--- src/rtl/write_port_arbiter.sv ---
// write_port_arbiter: round-robin arbiter that shares one block-RAM write port
// among NUM_REQ writer lanes. Each lane owns a 2-slot FIFO; one lane is granted
// per cycle and its head entry is issued as a registered memory write.
module write_port_arbiter #(
  parameter int NUM_REQ         = 4,
  parameter int LOG_NUM_REQ     = 2,
  parameter int DATA_WIDTH      = 16,
  parameter int LOG_MAX_ADDRESS = 16
) (
  input  logic                               clk,
  input  logic                               rst,
  input  logic                               clear_err,
  input  logic [NUM_REQ*DATA_WIDTH-1:0]      req_data_in,
  input  logic [NUM_REQ*LOG_MAX_ADDRESS-1:0] req_address_in,
  input  logic [NUM_REQ-1:0]                 req_valid_in,
  output logic [NUM_REQ-1:0]                 req_avail_out,
  output logic [DATA_WIDTH-1:0]              data_out,
  output logic [LOG_MAX_ADDRESS-1:0]         address_out,
  output logic                               valid_out,
  output logic [LOG_NUM_REQ-1:0]             grant_out,
  output logic [NUM_REQ-1:0]                 overflow_out
);

  // Per-lane FIFO state
  logic [1:0]                 count_q [NUM_REQ];
  logic [1:0]                 count_d [NUM_REQ];
  logic                       head_q  [NUM_REQ];
  logic                       head_d  [NUM_REQ];
  logic                       tail_q  [NUM_REQ];
  logic                       tail_d  [NUM_REQ];
  logic [DATA_WIDTH-1:0]      data_mem_q [NUM_REQ][2];
  logic [DATA_WIDTH-1:0]      data_mem_d [NUM_REQ][2];
  logic [LOG_MAX_ADDRESS-1:0] addr_mem_q [NUM_REQ][2];
  logic [LOG_MAX_ADDRESS-1:0] addr_mem_d [NUM_REQ][2];

  // Arbitration and output state
  logic [LOG_NUM_REQ-1:0]     rr_ptr_q, rr_ptr_d;
  logic                       grant_valid;
  logic [LOG_NUM_REQ-1:0]     grant_idx;
  logic                       valid_q, valid_d;
  logic [DATA_WIDTH-1:0]      data_q, data_d;
  logic [LOG_MAX_ADDRESS-1:0] address_q, address_d;
  logic [LOG_NUM_REQ-1:0]     grant_q, grant_d;
  logic [NUM_REQ-1:0]         overflow_q, overflow_d;

  logic [NUM_REQ-1:0]         push;
  logic [NUM_REQ-1:0]         pop;
  logic [NUM_REQ-1:0]         drop;

  // Lane acceptance: a lane can take a push whenever it has a free slot
  always_comb begin
    for (int i = 0; i < NUM_REQ; i++) begin
      req_avail_out[i] = (count_q[i] < 2'd2);
      push[i]          = req_valid_in[i] && (count_q[i] < 2'd2);
      drop[i]          = req_valid_in[i] && (count_q[i] == 2'd2);
    end
  end

  // Round-robin search starting just after the last granted lane
  always_comb begin
    grant_valid = 1'b0;
    grant_idx   = '0;
    for (int k = 1; k <= NUM_REQ; k++) begin
      if (!grant_valid &&
          count_q[LOG_NUM_REQ'((int'(rr_ptr_q) + k) % NUM_REQ)] != 2'd0) begin
        grant_valid = 1'b1;
        grant_idx   = LOG_NUM_REQ'((int'(rr_ptr_q) + k) % NUM_REQ);
      end
    end
  end

  // FIFO next state: push at tail, pop at head, counts track both
  always_comb begin
    for (int i = 0; i < NUM_REQ; i++) begin
      pop[i]           = grant_valid && (grant_idx == LOG_NUM_REQ'(i));
      head_d[i]        = head_q[i] ^ pop[i];
      tail_d[i]        = tail_q[i] ^ push[i];
      count_d[i]       = count_q[i] + {1'b0, push[i]} - {1'b0, pop[i]};
      data_mem_d[i][0] = data_mem_q[i][0];
      data_mem_d[i][1] = data_mem_q[i][1];
      addr_mem_d[i][0] = addr_mem_q[i][0];
      addr_mem_d[i][1] = addr_mem_q[i][1];
      if (push[i]) begin
        data_mem_d[i][tail_q[i]] = req_data_in[i*DATA_WIDTH +: DATA_WIDTH];
        addr_mem_d[i][tail_q[i]] = req_address_in[i*LOG_MAX_ADDRESS +: LOG_MAX_ADDRESS];
      end
    end
  end

  // Output register and pointer next state; outputs hold when nothing is granted
  always_comb begin
    rr_ptr_d  = rr_ptr_q;
    valid_d   = grant_valid;
    data_d    = data_q;
    address_d = address_q;
    grant_d   = grant_q;
    if (grant_valid) begin
      rr_ptr_d  = grant_idx;
      data_d    = data_mem_q[grant_idx][head_q[grant_idx]];
      address_d = addr_mem_q[grant_idx][head_q[grant_idx]];
      grant_d   = grant_idx;
    end
  end

  // Sticky overflow flags; a new overflow beats a same-cycle clear
  always_comb begin
    overflow_d = clear_err ? '0 : overflow_q;
    overflow_d = overflow_d | drop;
  end

  // Control state registers with asynchronous active-low reset
  always_ff @(posedge clk or negedge rst) begin
    if (!rst) begin
      for (int i = 0; i < NUM_REQ; i++) begin
        count_q[i] <= 2'd0;
        head_q[i]  <= 1'b0;
        tail_q[i]  <= 1'b0;
      end
      rr_ptr_q   <= LOG_NUM_REQ'(NUM_REQ - 1);
      valid_q    <= 1'b0;
      data_q     <= '0;
      address_q  <= '0;
      grant_q    <= '0;
      overflow_q <= '0;
    end else begin
      for (int i = 0; i < NUM_REQ; i++) begin
        count_q[i] <= count_d[i];
        head_q[i]  <= head_d[i];
        tail_q[i]  <= tail_d[i];
      end
      rr_ptr_q   <= rr_ptr_d;
      valid_q    <= valid_d;
      data_q     <= data_d;
      address_q  <= address_d;
      grant_q    <= grant_d;
      overflow_q <= overflow_d;
    end
  end

  // Buffer storage needs no reset; counts gate every read of it
  always_ff @(posedge clk) begin
    for (int i = 0; i < NUM_REQ; i++) begin
      data_mem_q[i][0] <= data_mem_d[i][0];
      data_mem_q[i][1] <= data_mem_d[i][1];
      addr_mem_q[i][0] <= addr_mem_d[i][0];
      addr_mem_q[i][1] <= addr_mem_d[i][1];
    end
  end

  assign valid_out    = valid_q;
  assign data_out     = data_q;
  assign address_out  = address_q;
  assign grant_out    = grant_q;
  assign overflow_out = overflow_q;

endmodule
--- config.mk ---
export PLATFORM = sky130hd
export DESIGN_NAME = write_port_arbiter
export DESIGN_NICKNAME = d
export VERILOG_FILES = /design/src/rtl/write_port_arbiter.sv
export SDC_FILE = /design/constraint.sdc
export NUM_CORES = 1
export LEC_CHECK = 0
export BUFFER_PORTS_ARGS = -buffer_cell sky130_fd_sc_hd__buf_2
export CAP_MARGIN = 20
export CELL_PAD_IN_SITES_DETAIL_PLACEMENT = 0
export CELL_PAD_IN_SITES_GLOBAL_PLACEMENT = 1
export CORE_AREA = 2 2 194 196
export DETAILED_ROUTE_END_ITERATION = 12
export DIE_AREA = 0 0 196 198
export MAX_ROUTING_LAYER = met4
export PLACE_DENSITY_LB_ADDON = 0.1
export SLEW_MARGIN = 20
export SYNTH_ARGS = -nofsm -noshare
export SYNTH_HDL_FRONTEND = slang
export SYNTH_SLANG_ARGS = --single-unit
--- constraint.sdc ---
create_clock -name clk -period 3.3 [get_ports clk]
set_clock_uncertainty 0.2 [all_clocks]
set_input_delay 0 -clock clk [delete_from_list [all_inputs] [get_ports clk]]
set_output_delay 0 -clock clk [all_outputs]
set_load 0.05 [all_outputs]
==> metrics.md <==
| Metric | Value |
|---|---|
| Status | `finished, final reports clean` |
| Post-Synthesis Mean Instance Area | `~15 µm²` |
| Critical Path Slowest Stage Cell | `a2111o_1` |
| FF-to-FF setup slack | `0.16 ns` |
| Clock buffer depth | `3` |
| GP Congestion | `roughly 0.73` |
| DR WL/cell | `24.3 µm` |
| Worst hold stages | `2` |
| #FFs+latches synth | `about 310` |
| Routed vias/inst | `between 5 and 6` |
| R2R Path End | `data_out[15]` |
| Cell with the most instances after synthesis | `edfxtp_1` |
| Drt pass-1 iters | `4` |
| Largest family of logic cells by synthesized area | `compound AO/OA/AOI/OAI gates` |
| Synthesized Nets | `1070` |
| CP bufs+invs | `1` |
| Layout cells sized above 1 | `0.276` |
| Post-synth EDFFs | `~260` |
| Port Buffer Count | `roughly 180` |
| Post-Route WL | `around 43000 µm` |
| Slew Limit Headroom | `0.409` |
| Post-Syn Instances | `919` |
| Least-Margin Pin Slew | `between 0.8 and 0.9 ns` |
| CTS Root Cell | `clkbuf_16` |
| Fill cells | `roughly 3200` |
| Via count | `approximately 9400` |
| Synth Flop Type | `edfxtp_1` |
| Layout Nets | `1432` |
| CP top delay family | `simple AND/OR/NAND/NOR gates` |
| Total clock sinks | `between 300 and 400` |
| Final Core Density | `0.497` |
| Core Area | `~37000 µm²` |
| Synth area leader | `edfxtp_1` |
| RSZ-0062 raised after global routing | `no` |
| CTS tree | `yes` |
| Worst R2R Start | `count_q[1]` |
| Final hold vios | `0` |
| Tot GR Track Use | `0.228` |
| Post-synth top cells | `edfxtp_1 (256), mux2i_1 (132), o22ai_1 (70)` |
| Mapped Area | `between 10000 and 15000 µm²` |
| Antenna Cells | `0` |
| Crit Path Max Fanout | `8` |
| Worst Hold Class | `primary input to flip-flop` |
| WHS Endpoint | `data_mem_q[0][20]` |
| Register area | `roughly 9100 µm²` |
| Setup-failing EPs final | `0` |
| Synth warn | `0` |
| Worst r2r path cells | `9` |
| Leakage | `between 7 and 8 nW` |
| Synth top area share | `0.557` |
| I/O pin total | `around 180` |
| Netlist cell types | `49` |
| Synth async-reset ratio | `0.182` |
| Initial core utilization | `0.373` |
| Total grt overflow | `0` |
| Largest net degree at the start of global routing | `66` |
| Routed Antenna Nets | `0` |
| Area of the multi-input gates | `approximately 4300 µm²` |
| Fin crit period | `about 3.1 ns` |
| Vias in the first global route | `roughly 9500` |
| Chip width | `approximately 200 µm` |
| Max Fclk | `about 0.32 GHz` |
| Compound-cell area share of the yosys netlist | `0.105` |
| DRC | `0` |
| Synth Area in Simple Gates | `0.0835` |
| Die ar. | `just under 40000 µm²` |
| Critical Path AT | `roughly 3.3 ns` |
| Seq/Total Area, Yosys | `0.661` |
| Area contributors post-synth | `edfxtp_1 (56%), dfrtp_1 (10%), mux2i_1 (9.6%)` |
| CP Data Required Time | `between 3 and 4 ns` |
| Clock latency on the worst-skew pair | `approximately 0.52 ns` |
| Detail Placement HPWL | `roughly 26000 µm` |
| Post-synthesis mux area share | `0.0957` |
| Hold path start | `req_data_in[4]` |
| CTS Buf Count | `37` |
| WHS | `approximately 0.015 ns` |
| Initial antenna violation count | `0` |
| Period utilization | `0.950` |
| Global-route wire length before repair | `62400 µm` |
| Total power | `~22 mW` |
| Adder-cell share of the synthesized area | `0.0145` |
| CP Cell Sequence | `or2_1 -> a2111o_1 -> and3_4 -> nor2_8 -> mux2i_2 -> o221ai_4 -> nor2_4 -> buf_4 -> a211oi_2` |
| Power per cell area | `~1200 nW/µm²` |
| Peak VDD IR | `about 940 µV` |
| DR iter-0 viols | `just under 500` |
| XOR/XNOR Fraction of Synth Area | `0.00698` |
| Setup TNS | `0 ns` |
| Critical Path Sink Type | `flip-flop` |
| CP peak stage delay | `about 0.45 ns` |
| MaxCap Viol Count | `0` |
| Die height | `about 200 µm` |
| P&R area growth vs syn | `33.1%` |
| H-Tree Depth | `2` |
| CP Launch Type | `flip-flop` |
| Clk pin slew, worst setup/hold paths | `approximately 0.060 ns` |
| Rows | `71` |
| CP Class | `flip-flop to flip-flop` |
| Slew Limit Fails | `0` |
-- worst max path at each step --
stage               startpoint             end  cells past startpoint
detailed placement  count_q[1]  address_out[2]                      9
finish              count_q[1]    data_out[15]                      9
floorplan           count_q[1]      count_q[1]                     13
CTS                 count_q[1]    data_out[15]                      9
global placement    count_q[1]    data_out[15]                      9
global route        count_q[1]    data_out[12]                      9
-- cell usage in the layout (no fill, tap or decap), drive strengths merged, types with 2 or more instances in the layout --
cell type    instances
nor4b               32
a211oi              33
xnor2                8
a21oi               36
xor2                 3
dlygate4sd3        170
nand2               46
or2                  2
dfrtp               55
mux2i              132
o221ai               2
clkbuf              59
inv                 27
edfxtp             256
clkinv               6
nor3                 3
buf                218
o21ai                4
nor2                43
nand2b               4
ha                  16
nand3               35
o22ai               70
dfstp                2
a221oi              32
-- state kept, by name, summed over array words and instances, names as in the netlist --
name	flops
data_out	16
overflow_out	4
data_mem_q	128
tail_q	4
address_out	16
head_q	4
addr_mem_q	128
valid_out	1
rr_ptr_q	2
grant_out	2
count_q	8
-- metal layers --
layer / vias to the layer above / global-route usage / wire [µm]
met1: 4763 / 0.306 / 19600
li1: 4335 / - / -
met5: - / - / 0
met3: 68 / 0.0301 / 2000
met2: 263 / 0.369 / 20800
met4: 0 / 0.0556 / 890
-- kinds of logic after synthesis --
family	after synthesis
buffers and inverters	92
flip-flops	313
adder cells (fa/ha/maj)	16
XOR/XNOR	11
multiplexers	132
AO/OA/AOI/OAI	185
AND/OR/NAND/NOR	170
-- report_power, final --
group / internal, mW / switching, mW / total [mW]
sequential: 5.44 / 0.517 / 5.96
combinational: 4.78 / 7.39 / 12.2
clock: 2.34 / 1.57 / 3.91
total: 12.6 / 9.48 / 22.0
-- what timing repair did --
action                                  in CTS  in global routing
buffers inserted                             0                  0
resized for setup                            0                  2
endpoints found under the hold margin      327                  0
hold buffers                               170                  0
endpoints found under the setup margin       0                  1
-- layout make-up --
class	count	share of cell area
clock buffer	59	0.0594
sequential	313	0.496
inverter	26	0.00531
multi-input combinational	515	0.234
timing repair buffer	388	0.169
tap	474	0.0323
clock inverter	9	0.00388
-- worst register-to-register path: cells and delay by family (launching register included) --
kind | cells | cell delay, ns
AO/OA/AOI/OAI | 3 | 0.81
buffers and inverters | 1 | 0.25
flip-flops | 1 | 0.42
multiplexers | 1 | 0.40
AND/OR/NAND/NOR | 4 | 0.91
-- through the flow --
stage / instance area [µm²] / cells / setup slack (ns)
detailed placement: 15500 / 1545 / 0.184
finish: 18400 / 1784 / 0.165
floorplan: 13800 / 919 / 0.341
global placement: 15500 / 1545 / 0.229
global route: 18400 / 1784 / 0.0294
CTS: 18400 / 1783 / 0.173
Note: power is estimated with default switching activity, not from simulation.
